$ cat src/rtl/sipo_frame_rx.sv
// Serial-to-parallel frame receiver: start(1), DATA_W bits LSB first, optional even parity, stop(0).
// Parity stage is built only when SIPO_FRAME_RX_PARITY_EN is defined; parity_err is tied low otherwise.
module sipo_frame_rx #(
    parameter int DATA_W = 8
) (
    input  logic              clk,
    input  logic              rst,
    input  logic              sin,
    input  logic              ready,
    output logic [DATA_W-1:0] data,
    output logic              valid,
    output logic              busy,
    output logic              frame_err,
    output logic              overrun,
    output logic              parity_err
);

    localparam int CW = (DATA_W > 1) ? $clog2(DATA_W) : 1;
    localparam logic [CW-1:0] LAST_BIT = CW'(DATA_W - 1);

`ifdef SIPO_FRAME_RX_PARITY_EN
    typedef enum logic [1:0] {IDLE, DATA, PARITY, STOP} state_t;
`else
    typedef enum logic [1:0] {IDLE, DATA, STOP} state_t;
`endif

    state_t            state;
    state_t            state_nx;
    logic [DATA_W-1:0] shreg;
    logic [CW-1:0]     cnt;
    logic              eval;
    logic              eval_stop;
    logic              perr;
    logic              good;

`ifdef SIPO_FRAME_RX_PARITY_EN
    logic par_bit;
`endif

    assign busy = (state != IDLE);

    always_comb begin
        state_nx = state;
        case (state)
            IDLE: if (sin) state_nx = DATA;
            DATA: begin
                if (cnt == LAST_BIT) begin
`ifdef SIPO_FRAME_RX_PARITY_EN
                    state_nx = PARITY;
`else
                    state_nx = STOP;
`endif
                end
            end
`ifdef SIPO_FRAME_RX_PARITY_EN
            PARITY: state_nx = STOP;
`endif
            STOP: state_nx = IDLE;
            default: state_nx = IDLE;
        endcase
    end

    always_ff @(posedge clk or posedge rst) begin
        if (rst) begin
            state <= IDLE;
        end else begin
            state <= state_nx;
        end
    end

    // Frame evaluation happens the cycle after the stop sample; shreg is not
    // disturbed then because a new frame's first data bit comes one edge later.
    always_ff @(posedge clk or posedge rst) begin
        if (rst) begin
            shreg     <= '0;
            cnt       <= '0;
            eval      <= 1'b0;
            eval_stop <= 1'b0;
        end else begin
            eval <= 1'b0;
            case (state)
                IDLE: cnt <= '0;
                DATA: begin
                    shreg <= {sin, shreg[DATA_W-1:1]};
                    cnt   <= cnt + 1'b1;
                end
                STOP: begin
                    eval      <= 1'b1;
                    eval_stop <= sin;
                end
                default: ;
            endcase
        end
    end

`ifdef SIPO_FRAME_RX_PARITY_EN
    always_ff @(posedge clk or posedge rst) begin
        if (rst) begin
            par_bit <= 1'b0;
        end else if (state == PARITY) begin
            par_bit <= sin;
        end
    end

    assign perr = ^{shreg, par_bit};
`else
    assign perr = 1'b0;
`endif

    assign good = eval && !eval_stop && !perr;

    always_ff @(posedge clk or posedge rst) begin
        if (rst) begin
            data       <= '0;
            valid      <= 1'b0;
            frame_err  <= 1'b0;
            overrun    <= 1'b0;
            parity_err <= 1'b0;
        end else begin
            frame_err  <= eval && eval_stop;
            parity_err <= eval && perr;
            overrun    <= good && valid && !ready;
            if (good && (!valid || ready)) begin
                data  <= shreg;
                valid <= 1'b1;
            end else if (valid && ready) begin
                valid <= 1'b0;
            end
        end
    end

endmodule
$ cat config.mk
export PLATFORM = sky130hd
export DESIGN_NAME = sipo_frame_rx
export DESIGN_NICKNAME = d
export VERILOG_FILES = /design/src/rtl/sipo_frame_rx.sv
export SDC_FILE = /design/constraint.sdc
export NUM_CORES = 1
export LEC_CHECK = 0
export BUFFER_PORTS_ARGS = -buffer_cell sky130_fd_sc_hd__buf_2
export CAP_MARGIN = 20
export CORE_MARGIN = 10
export CORE_UTILIZATION = 58
export DETAILED_ROUTE_END_ITERATION = 7
export PLACE_DENSITY = 0.91
export SLEW_MARGIN = 20
export SYNTH_ARGS = -nofsm -noshare
export SYNTH_HDL_FRONTEND = slang
export SYNTH_SLANG_ARGS = --single-unit
$ cat constraint.sdc
create_clock -name clk -period 2.9 [get_ports clk]
set_clock_uncertainty 0.05 [all_clocks]
set_input_delay 0.29 -clock clk [delete_from_list [all_inputs] [get_ports clk]]
set_output_delay 0.29 -clock clk [all_outputs]
set_load 0.02 [all_outputs]
==> results.sh <==
export IMPL_synth_main_ff_cell="dfrtp_1"
export IMPL_drt_iter0_markers=13
export IMPL_r2r_end="data[3]"
export IMPL_peakVddDrop_mv=0.600
export IMPL_dp_hpwl_um=1320
export IMPL_clkTransAtPathRegs_ns=0.14
export IMPL_num_rows=15
export IMPL_finalCritPeriodShare=0.560
export IMPL_antenna_found_initial=0
export IMPL_grt_usage=0.0971
export IMPL_cp_arrival_ns=1.28
export IMPL_io_pins=17
export IMPL_max_stage_delay_ns=0.49
export IMPL_finalMaxSlewViolations=0
export IMPL_clock_fmax_mhz=616
export IMPL_setup_tns_ns=0
export IMPL_viasPerCell=4.92
export IMPL_worst_pin_slew_ns=0.930
export IMPL_hold_buffers=0
export IMPL_die_area_um2=4020
export IMPL_clk_latency_ns=0.32
export IMPL_grt_max_degree=27
export IMPL_num_vias=522
export IMPL_reg2reg_depth=3
export IMPL_hold_viol=0
export IMPL_synth_fa_ha_area_frac=0.0229
export IMPL_antenna_cells=0
export IMPL_first_pass_iters=4
export IMPL_critPathCapture="busy"
export IMPL_drive_gt1_frac=0.568
export IMPL_yosysMostFrequentCell="dfrtp_1"
export IMPL_path_cells="or2_2 > buf_2"
export IMPL_synthTopCellsByCount="dfrtp_1, mux2_4, mux2_2"
export IMPL_hold_class="input port to asynchronous set/reset pin"
export IMPL_required_ns=2.56
export IMPL_grt_pass1_wl_um=3110
export IMPL_clock_sinks=26
export IMPL_wire_per_inst_um=17.0
export IMPL_total_power_mw=1.29
export IMPL_ys_top_cells_by_area="dfrtp_1, mux2_4, mux2_2, nand2b_4, nor2b_4"
export IMPL_yosysSeqAreaShare=0.596
export IMPL_wl_um=1800
export IMPL_cts_resized_gates=0
export IMPL_syn_inst=65
export IMPL_gr_total_overflow=0
export IMPL_rsz0062_at_grt="false"
export IMPL_stdcell_area_um2=1220
export IMPL_report_final_setup_viol=0
export IMPL_timing_rr_start="eval_stop"
export IMPL_cts_buffers=3
export IMPL_ys_warn_count=0
export IMPL_dpl_cell_area_um2=1170
export IMPL_syn_avg_cell_area_um2=16.8
export IMPL_yosys_area_share_simple=0.0872
export IMPL_synth_compound_area_frac=0.0252
export IMPL_synth_top_area_share=0.596
export IMPL_worst_path_max_fanout=7
export IMPL_synth_area_um2=1090
export IMPL_yosysTopAreaCell="dfrtp_1"
export IMPL_critPathLaunch="state[1]"
export IMPL_status="finished clean"
export IMPL_cpMaxStageDelayCell="dfrtp_1"
export IMPL_cts_path_max_buffers=2
export IMPL_cap_violations=0
export IMPL_synthesis_nets=71
export IMPL_yosysUniqueCellTypes=18
export IMPL_die_y_um=63.4
export IMPL_grt_pass1_vias=587
export IMPL_final_nets=88
export IMPL_startpoint_type="flop"
export IMPL_initial_core_util=0.618
export IMPL_muxShareOfSynthArea=0.234
export IMPL_leakage_nw=0.649
export IMPL_power_density_nw_per_um2=1060
export IMPL_critPathKind="flop to primary output"
export IMPL_postCtsSetupRepairBufs=0
export IMPL_end_kind="primary output"
export IMPL_place_congestion=0.700
export IMPL_fillers=135
export IMPL_fin_util=0.691
export IMPL_synth_edf_count=0
export IMPL_r2r_slack_ns=1.49
export IMPL_area_growth_pct=11.8
export IMPL_htree_num_levels=1
export IMPL_cts_root_buf="clkbuf_4"
export IMPL_cts_tree="done"
export IMPL_drc=0
export IMPL_die_w_um=63.4
export IMPL_synth_top_family_by_area="multiplexers"
export IMPL_fin_crit_ns=1.62
export IMPL_port_buffers=15
export IMPL_async_reset_ff_frac=1.00
export IMPL_slew_headroom=0.379
export IMPL_synth_xor_area_share=0
export IMPL_ys_seq_elements=26
export IMPL_coreArea_um2=1760
export IMPL_ant_nets=0
-- metrics by stage --
step | std cells | setup WS, ns | hold slack [ns]
after floorplan | 65 | 1.59 | 0.280
final | 106 | 1.28 | 0.0961
after detailed placement | 102 | 1.53 | 0.441
after global routing | 106 | 1.21 | 0.149
after global placement | 102 | 1.56 | 0.439
after CTS | 106 | 1.26 | 0.130
-- cell families (layout without fill, tap and decap cells) --
logic type,Yosys count,in the layout
AO/OA/AOI/OAI,3,3
adder cells (fa/ha/maj),2,2
buffers and inverters,4,20
flip-flops,26,26
multiplexers,18,18
other,1,1
AND/OR/NAND/NOR,11,11
-- final cells by class --
cell class	count	area (µm²)	share of cell area
Clock buffer	3	22.5	0.0185
Clock inverter	1	30.0	0.0246
Inverter	1	3.75	0.00308
Timing Repair Buffer	15	75.1	0.0615
Multi-Input combinational cell	35	407	0.333
Sequential cell	26	651	0.533
Tap cell	25	31.3	0.0256
-- critical path: cells and delay by family (launching register included) --
family	cells	cell delay, ns
flops	1	0.49
simple gates	1	0.30
buf+inv	1	0.16
-- flip-flops by register name (all words and copies together) (netlist names) --
register	count
data	8
cnt	3
eval	1
frame_err	1
state	2
overrun	1
shreg	8
valid	1
eval_stop	1
-- placed cells by master, fill, tap and decap left out, types with 2 or more instances in the layout --
cell type  instances
buf_2             15
mux2_2             4
ha_1               2
clkbuf_4           3
nor2b_4            2
nor2_1             2
dfrtp_1           26
a22o_2             2
mux2_4            14
nand2b_4           2
-- how the worst min path moves through the flow --
stage / endpoint / slack (ns) / cells after the start
6_report: shreg[0] / 0.1 / 2
3_3_place_gp: frame_err / 0.44 / 1
5_1_grt: data[1] / 0.15 / 2
4_1_cts: data[0] / 0.13 / 2
3_5_place_dp: data[4] / 0.44 / 1
2_1_floorplan: cnt[0] / 0.28 / 1
-- where the power goes --
group          internal (mW)  switching, mW
sequential             0.497         0.0997
clock                  0.140          0.107
combinational          0.265          0.180
-- routing by layer --
metal / global-route usage / vias up / part of all wire
li1: - / 248 / -
met1: 0.112 / 258 / 0.43
met2: 0.155 / 12 / 0.50
met3: 0.0336 / 4 / 0.056
met4: 0.0492 / 0 / 0.013
met5: 0 / - / 0
Note: power is estimated with default switching activity, not from simulation.
